File: src/rtl/control_unit.sv
// control_unit: three-state sequencer (FETCH -> EXEC -> COMMIT) for a small
// 8-bit-operand CPU. It latches one instruction per pass, holds registered
// decode outputs for the ALU/register file, pulses the register write strobe
// in COMMIT and advances the PC (with relative branches) at the end of COMMIT.
// ALU_LAT sets the number of EXEC cycles; legal range is 1..15.
module control_unit #(
  parameter int unsigned ALU_LAT = 2
) (
  input  logic        CLK,
  input  logic        RESET,
  input  logic [31:0] INSTR,
  input  logic        INSTR_VALID,
  output logic        INSTR_READY,
  input  logic        ZERO,
  output logic [31:0] PC,
  output logic [2:0]  ALUOP,
  output logic        ALUSRC,
  output logic        NEGATE,
  output logic [7:0]  IMMEDIATE,
  output logic [2:0]  READREG1,
  output logic [2:0]  READREG2,
  output logic [2:0]  WRITEREG,
  output logic        WRITEENABLE,
  output logic        ILLEGAL
);

  typedef enum logic [1:0] {
    S_FETCH  = 2'd0,
    S_EXEC   = 2'd1,
    S_COMMIT = 2'd2
  } state_e;

  typedef enum logic [1:0] {
    BR_NONE   = 2'd0,
    BR_ALWAYS = 2'd1,
    BR_EQ     = 2'd2,
    BR_NE     = 2'd3
  } branch_e;

  typedef struct packed {
    logic [2:0] aluop;
    logic       alusrc;
    logic       negate;
    logic       writes;
    logic       illegal;
    branch_e    branch;
  } decode_t;

  // EXEC lasts ALU_LAT cycles: the counter is loaded with ALU_LAT-1 and
  // COMMIT follows the cycle in which it reads zero.
  localparam logic [3:0] LAT_M1 = 4'(ALU_LAT - 1);

  // Opcode table; anything above 0x09 is illegal and behaves as a no-op.
  function automatic decode_t decode(input logic [7:0] op);
    decode_t d;
    d = '{aluop: 3'b000, alusrc: 1'b0, negate: 1'b0, writes: 1'b0,
          illegal: 1'b0, branch: BR_NONE};
    case (op)
      8'h00:   begin d.alusrc = 1'b1; d.writes = 1'b1; end                 // loadi
      8'h01:   d.writes = 1'b1;                                             // mov
      8'h02:   begin d.aluop = 3'b001; d.writes = 1'b1; end                 // add
      8'h03:   begin d.aluop = 3'b001; d.negate = 1'b1; d.writes = 1'b1; end // sub
      8'h04:   begin d.aluop = 3'b010; d.writes = 1'b1; end                 // and
      8'h05:   begin d.aluop = 3'b011; d.writes = 1'b1; end                 // or
      8'h06:   d.branch = BR_ALWAYS;                                        // j
      8'h07:   begin d.aluop = 3'b001; d.negate = 1'b1; d.branch = BR_EQ; end // beq
      8'h08:   begin d.aluop = 3'b001; d.negate = 1'b1; d.branch = BR_NE; end // bne
      8'h09:   begin d.aluop = 3'b100; d.alusrc = 1'b1; d.writes = 1'b1; end // ror
      default: d.illegal = 1'b1;
    endcase
    return d;
  endfunction

  state_e      state_q, state_d;
  logic [3:0]  cnt_q, cnt_d;
  logic [31:0] pc_q, pc_d;
  logic [2:0]  aluop_q, aluop_d;
  logic        alusrc_q, alusrc_d;
  logic        negate_q, negate_d;
  logic [7:0]  imm_q, imm_d;
  logic [2:0]  rr1_q, rr1_d;
  logic [2:0]  rr2_q, rr2_d;
  logic [2:0]  wr_q, wr_d;
  logic        writes_q, writes_d;
  logic        illegal_pend_q, illegal_pend_d;
  branch_e     branch_q, branch_d;
  logic [7:0]  offset_q, offset_d;
  logic        we_q, we_d;
  logic        ill_q, ill_d;

  decode_t     dec_in;
  logic        taken;
  logic [31:0] pc_plus4;
  logic [31:0] pc_target;
  logic        unused_instr_bits;

  assign dec_in            = decode(INSTR[31:24]);
  assign pc_plus4          = pc_q + 32'd4;
  assign pc_target         = pc_plus4 + {{22{offset_q[7]}}, offset_q, 2'b00};
  assign unused_instr_bits = ^INSTR[15:11];

  // Branch resolution uses ZERO as seen during COMMIT.
  always_comb begin
    case (branch_q)
      BR_ALWAYS: taken = 1'b1;
      BR_EQ:     taken = ZERO;
      BR_NE:     taken = ~ZERO;
      default:   taken = 1'b0;
    endcase
  end

  // Next-state logic: sequencing, instruction latch, strobes and PC update.
  always_comb begin
    // NOTE: every _d gets a default up front so no path through the case
    // leaves it unassigned, which would otherwise infer a latch.
    state_d        = state_q;
    cnt_d          = cnt_q;
    pc_d           = pc_q;
    aluop_d        = aluop_q;
    alusrc_d       = alusrc_q;
    negate_d       = negate_q;
    imm_d          = imm_q;
    rr1_d          = rr1_q;
    rr2_d          = rr2_q;
    wr_d           = wr_q;
    writes_d       = writes_q;
    illegal_pend_d = illegal_pend_q;
    branch_d       = branch_q;
    offset_d       = offset_q;
    we_d           = 1'b0;
    ill_d          = 1'b0;

    case (state_q)
      S_FETCH: begin
        if (INSTR_VALID) begin
          state_d        = S_EXEC;
          cnt_d          = LAT_M1;
          aluop_d        = dec_in.aluop;
          alusrc_d       = dec_in.alusrc;
          negate_d       = dec_in.negate;
          writes_d       = dec_in.writes;
          illegal_pend_d = dec_in.illegal;
          branch_d       = dec_in.branch;
          offset_d       = INSTR[23:16];
          imm_d          = INSTR[7:0];
          rr1_d          = INSTR[10:8];
          rr2_d          = INSTR[2:0];
          wr_d           = INSTR[18:16];
        end
      end
      S_EXEC: begin
        if (cnt_q == 4'd0) begin
          state_d = S_COMMIT;
          we_d    = writes_q;
          ill_d   = illegal_pend_q;
        end else begin
          cnt_d = cnt_q - 4'd1;
        end
      end
      S_COMMIT: begin
        state_d = S_FETCH;
        pc_d    = taken ? pc_target : pc_plus4;
      end
      default: state_d = S_FETCH;
    endcase
  end

  // State and output registers, cleared asynchronously by RESET.
  always_ff @(posedge CLK or posedge RESET) begin
    if (RESET) begin
      state_q        <= S_FETCH;
      cnt_q          <= 4'd0;
      pc_q           <= 32'd0;
      aluop_q        <= 3'b000;
      alusrc_q       <= 1'b0;
      negate_q       <= 1'b0;
      imm_q          <= 8'd0;
      rr1_q          <= 3'd0;
      rr2_q          <= 3'd0;
      wr_q           <= 3'd0;
      writes_q       <= 1'b0;
      illegal_pend_q <= 1'b0;
      branch_q       <= BR_NONE;
      offset_q       <= 8'd0;
      we_q           <= 1'b0;
      ill_q          <= 1'b0;
    end else begin
      // NOTE: non-blocking assignments so every register samples the
      // pre-edge value of the others, independent of statement order.
      state_q        <= state_d;
      cnt_q          <= cnt_d;
      pc_q           <= pc_d;
      aluop_q        <= aluop_d;
      alusrc_q       <= alusrc_d;
      negate_q       <= negate_d;
      imm_q          <= imm_d;
      rr1_q          <= rr1_d;
      rr2_q          <= rr2_d;
      wr_q           <= wr_d;
      writes_q       <= writes_d;
      illegal_pend_q <= illegal_pend_d;
      branch_q       <= branch_d;
      offset_q       <= offset_d;
      we_q           <= we_d;
      ill_q          <= ill_d;
    end
  end

  // Ready is gated by RESET so it reads 0 for the whole reset interval.
  assign INSTR_READY = (state_q == S_FETCH) && !RESET;
  assign PC          = pc_q;
  assign ALUOP       = aluop_q;
  assign ALUSRC      = alusrc_q;
  assign NEGATE      = negate_q;
  assign IMMEDIATE   = imm_q;
  assign READREG1    = rr1_q;
  assign READREG2    = rr2_q;
  assign WRITEREG    = wr_q;
  assign WRITEENABLE = we_q;
  assign ILLEGAL     = ill_q;

endmodule

File: config.mk
export PLATFORM = sky130hd
export DESIGN_NAME = control_unit
export DESIGN_NICKNAME = d
export VERILOG_FILES = /design/src/rtl/control_unit.sv
export SDC_FILE = /design/constraint.sdc
export NUM_CORES = 1
export LEC_CHECK = 0
export CAP_MARGIN = 40
export CORE_MARGIN = 2
export CORE_UTILIZATION = 45
export CTS_CLUSTER_DIAMETER = 60
export DETAILED_ROUTE_END_ITERATION = 6
export PLACE_DENSITY_LB_ADDON = 0.2
export SETUP_SLACK_MARGIN = 0.15
export SLEW_MARGIN = 40
export SYNTH_ARGS = -nofsm -noshare
export SYNTH_HDL_FRONTEND = slang
export SYNTH_SLANG_ARGS = --single-unit
File: constraint.sdc
create_clock -name CLK -period 8.7 [get_ports CLK]
set_input_delay 1.305 -clock CLK [delete_from_list [all_inputs] [get_ports CLK]]
set_output_delay 1.305 -clock CLK [all_outputs]
set_load 0.01 [all_outputs]
==> Word-level counts from Yosys, hierarchy flattened <==
Cells that the tools add are included.
{ "classes": {"addsub": 3, "eq_ne": 17, "muxes": 18, "bitwise": 1, "n_reduce_logical": 14} }
{ "op_table": {"columns": ["op", "n"], "rows": [
  ["32-bit by 3-bit adder with 32-bit output (second input constant)", 1],
  ["32-bit adder", 1],
  ["8-bit by 3-bit equality test with 1-bit output (second input constant)", 4],
  ["32-bit 2-to-1 mux", 1],
  ["8-bit by 2-bit equality test with 1-bit output (second input constant)", 2],
  ["8-bit by 4-bit equality test with 1-bit output (second input constant)", 2],
  ["3-bit case mux with 4 select lines", 1],
  ["10-bit OR reduction", 1],
  ["8-bit by 1-bit equality test with 1-bit output (second input constant)", 1],
  ["8-bit zero test", 1],
  ["1-bit 2-to-1 mux", 8],
  ["4-bit 2-to-1 mux", 2],
  ["4-bit case mux with 2 select lines", 1],
  ["7-bit OR reduction", 1],
  ["2-bit equality test (second input constant)", 3],
  ["2-bit inequality test (second input constant)", 3],
  ["2-bit case mux with 3 select lines", 1],
  ["2-bit by 1-bit equality test with 1-bit output (second input constant)", 2],
  ["4-bit zero test", 1],
  ["2-bit 2-to-1 mux", 2],
  ["2-bit case mux with 2 select lines", 1],
  ["2-bit AND reduction", 2],
  ["4-bit OR reduction", 1],
  ["4-bit by 1-bit subtractor with 4-bit output (second input constant)", 1],
  ["9 further kinds", 9]
]} }
{ "totals": {"reg_bits": 74, "inputBits": 36, "output_inout_bits": 57, "word_cells": 69} }

==> Logic depth before layout (Yosys ltp) <==
{ "logic_depth": {"depth_word": 3, "depth_mapped": 19, "mapped_depth_nobuf": 17} }

==> Least setup slack after synthesis <==
No wires, ideal clock.
{ "synth_path": {"path_type": "flip-flop to flip-flop", "from": "register pc_q[4], in the netlist PC[4]", "to": "register pc_q[31], in the netlist PC[31]", "setup_time_ps": 136, "t_arrival_ps": 3674, "t_required_ps": 8564, "slack_ps": 4890, "path_stages_with_launch": 16, "path_buffers": 0, "period_less_slack_ps": 3810, "path_cell_list": "dfrtp_1 -> nand3_1 -> nor3_1 -> and3_1 -> nand3_1 -> or2_2 -> xnor2_1 -> ha_1 -> nand4_1 -> nor4_1 -> a21boi_1 -> o41ai_4 -> mux2i_1 -> o211ai_1 -> o41ai_2 -> xor2_1"} }
{ "synth_via": {"elab_chain_len": 3} }
{ "synth_rtl": {"columns": ["item", "line_no", "source"], "rows": [
  ["from (decl)", "76", "logic [31:0] pc_q, pc_d;"],
  ["from (signal assigned)", "192", "pc_q <= pc_d;"],
  ["32-bit by 3-bit adder with 32-bit output *", "98", "assign pc_plus4 = pc_q + 32'd4;"],
  ["32-bit adder", "99", "assign pc_target = pc_plus4 + {{22{offset_q[7]}}, offset_q, 2'b00};"],
  ["32-bit 2-to-1 mux *", "162", "pc_d = taken ? pc_target : pc_plus4;"]
]} }
Mark *: on every way between the ends. The rest lies on a longest branch, timed or not.
A chain may end at the register's enable or synchronous reset.

==> Final worst setup path <==
Same ends and word-level chain as after synthesis.

==> out/results.ini <==
[status]
result_of_the_run=finished with violations
violations=design-rule violations

[routing]
ant_nets=0
via_count=5094
drc=2
routed_wirelength_microns=14090
detail_route.iter0.violations=343
vias_per_cell=5.679
drt_first_pass_iters=7
routedWlPerCell_microns=15.70

[placement]
place.gp.congestion=0.8727
placement.io_buffers=85
hpwl_microns=9924
detailed_place.area_sq_mm=0.006262
dpl_worst_slack_ps=4223

[critical_path]
critPathSlowestCell=sky130_fd_sc_hd__nor3_1
reg2reg_depth=14
cp.buffers_inverters=0
rrSetupSlack_ps=4180
cp.required_ps=8970
crit_chain=nand3_1, nor3_1, and3_1, nand3_1, or2_2, xnor2_1, ha_1, nand4_1, nor4_1, a21boi_1, o41ai_4, mux2i_1, o41ai_2, xor2_1
setup.worst_path.end_class=flip-flop
critical_path_peak_fanout=6
timing.rr.start=PC[4]
critical-path-max-stage-delay_ps=560
crit_path_frequent_cell=sky130_fd_sc_hd__nand3_1
r2r_end=PC[31]
nature_of_the_critical_path_startpoint=flip-flop
worstSetupPathType=reg2reg
cpLargestDelayFamily=simple AND/OR/NAND/NOR gates
cp_data_arrival_time_ps=4790

[cts]
max-clock-path-buffers=2
path_clk_slew_ps=60
ctsHoldBuffers=0
cts_setup_buffers=0
postCtsResizedCells=0
cts_inserted_buffers=9
cts.sink_count=66
cts_tree=done
cts_root_buf=sky130_fd_sc_hd__clkbuf_16
htreeDepth=3
insertion_delay_ps=350

[synthesis]
synth-async-reset-ratio=1.000
post-synth-top-count-cell=sky130_fd_sc_hd__nand2_1
netlist_top_cells_area=sky130_fd_sc_hd__dfrtp_1 (31%), sky130_fd_sc_hd__nand2_1 (9.3%), sky130_fd_sc_hd__ha_1 (9.1%), sky130_fd_sc_hd__a21oi_1 (5.2%), sky130_fd_sc_hd__xnor2_1 (4.9%)
synth_seq_cells=66
syn_area_sq_mm=0.005349
synthDominantCellAreaShare=0.3088
synth_area_leader_cell=sky130_fd_sc_hd__dfrtp_1
synth_seq_area_share=0.3088
synth_top_flop_cell=sky130_fd_sc_hd__dfrtp_1
postSynthCellCount=683
yosysWarningCount=0
synth_top_cells_by_count=sky130_fd_sc_hd__nand2_1 (133), sky130_fd_sc_hd__dfrtp_1 (66), sky130_fd_sc_hd__a21oi_1 (56)
synth.lib_cells_used.distinct=66
synth_edf_count=0
synthesis.area_per_instance_sq_um=7.831

[timing]
clock-skew-final_ps=9.744
relSlewSlack=0.5018
final.min_clock_period_ps=4524
tightest_slew_ps=740.5
timing_max_transition_violations_final=0
hold_viol_final=0
tns_ps=0
clock.fmax_ghz=0.2210
total_of_endpoints_with_negative_setup_slack_in_the_final_report=0
rsz0062_at_grt=false
timing.final.ws_setup_ps=4176
final_min_period_over_clock_period=0.5200

[finish]
finish.instance_area_sq_mm=0.006568
drive_gt1_frac=0.05570
antenna_cells_inserted=0
area_delta_synth_final_pct=22.78
num-nets-final=825

[global_route]
largest_net_degree_at_the_start_of_global_routing=67
grt_pass1_wl_microns=23970
grt_overflow_total=0
grt_antenna_before_repair=0
first_global_vias=5120
track_usage=0.2309

[floorplanning]
initial_core_util=0.4645
core.rowCount=39
coreArea_sq_mm=0.01152
die_area_sq_mm=0.01277
design.portCount=93
die_height_microns=113.0
die-width_microns=113.0

[job]
max_cap_violations=0

[power]
maximum_vdd_ir_drop_uv=185.2
power.density_cell_area_mw_per_mm2=303.2
leakage_nw=2.918

[hold_path]
worstHoldEndpoint=PC[31]
hold_class=reg2reg
worst_hold_startpoint=PC[31]
min_delay_path_depth=1

[registers in the layout, summed over array words and instances, names as in the netlist, 2 cells and up]
name	flops
state_q	2
offset_q	6
cnt_q	4
READREG1	3
IMMEDIATE	8
branch_q	2
WRITEREG	2
PC	30
ALUOP	3
[routing by layer]
metal / global-route usage / vias up / part of all wire
li1: - / 2536 / -
met1: 0.2966 / 2384 / 0.44
met2: 0.3764 / 150 / 0.47
met3: 0.04981 / 24 / 0.069
met4: 0.1000 / 0 / 0.023
met5: 0 / - / 0
[layout by cell type, fill, tap and decap left out, types with 3 or more instances in the layout]
cell type / count
sky130_fd_sc_hd__o21bai_1: 4
sky130_fd_sc_hd__buf_4: 5
sky130_fd_sc_hd__nor4_1: 7
sky130_fd_sc_hd__o21ai_0: 52
sky130_fd_sc_hd__and2_1: 8
sky130_fd_sc_hd__nand2_1: 132
sky130_fd_sc_hd__nor3_1: 16
sky130_fd_sc_hd__xor2_1: 20
sky130_fd_sc_hd__and4_1: 4
sky130_fd_sc_hd__a21o_1: 13
sky130_fd_sc_hd__nor2b_1: 4
sky130_fd_sc_hd__o21a_1: 3
sky130_fd_sc_hd__nand4_1: 11
sky130_fd_sc_hd__nand3_1: 24
sky130_fd_sc_hd__clkbuf_16: 9
sky130_fd_sc_hd__o31ai_1: 4
sky130_fd_sc_hd__ha_1: 39
sky130_fd_sc_hd__a31oi_1: 13
sky130_fd_sc_hd__dfrtp_1: 66
sky130_fd_sc_hd__clkdlybuf4s50_1: 85
sky130_fd_sc_hd__xnor2_1: 29
sky130_fd_sc_hd__nor2_1: 54
sky130_fd_sc_hd__and3_1: 8
sky130_fd_sc_hd__nand2b_1: 6
sky130_fd_sc_hd__o22ai_1: 4
sky130_fd_sc_hd__o211ai_1: 5
sky130_fd_sc_hd__nand3b_1: 3
sky130_fd_sc_hd__inv_1: 15
sky130_fd_sc_hd__a21oi_1: 56
[how the worst max path moves through the flow]
stage          startpoint     end  slack [ps]  cells after the start
2_1_floorplan       PC[4]  PC[31]        4890                     15
3_3_place_gp        PC[4]  PC[31]        4240                     15
3_5_place_dp        PC[4]  PC[31]        4220                     14
4_1_cts             PC[4]  PC[31]        4190                     14
5_1_grt             PC[4]  PC[31]        3770                     14
6_report            PC[4]  PC[31]        4180                     14
[power by group]
part           switching (mW)  internal (mW)
Combinational           0.634          0.498
Sequential             0.0848          0.391
Clock                   0.152          0.231
[cell type report]
type / count / area (sq um)
Clock inverter: 5 / 62.56
Clock buffer: 11 / 242.7
Fill cell: 1076 / 4949
Tap cell: 143 / 178.9
Multi-Input combinational cell: 565 / 3472
Timing Repair Buffer: 91 / 899.6
Sequential cell: 66 / 1652
Inverter: 16 / 60.06
[cells by family (layout without fill, tap and decap cells)]
group | Yosys count | count (layout) | share of synthesized area
simple gates | 291 | 291 | 0.2510
compound gates | 179 | 179 | 0.2103
flops | 66 | 66 | 0.3088
buf+inv | 53 | 123 | 0.04678
xor+xnor | 51 | 51 | 0.08351
fa+ha+maj | 40 | 40 | 0.09497
mux | 2 | 2 | 0.003977
other cells | 1 | 2 | 0.0007011
[stage by stage]
step / instances / power, mW / hold slack [ps] / util
5_1_grt: 897 / 2.158 / 500.3 / 0.5703
3_5_place_dp: 881 / 1.602 / 459.7 / 0.5438
3_3_place_gp: 881 / 1.576 / 456.5 / 0.5431
2_1_floorplan: 684 / 1.285 / 441.8 / -
4_1_cts: 897 / 1.994 / 473.6 / 0.5703
6_report: 897 / 1.991 / 466.6 / 0.5703
Note: power is estimated with default switching activity, not from simulation.
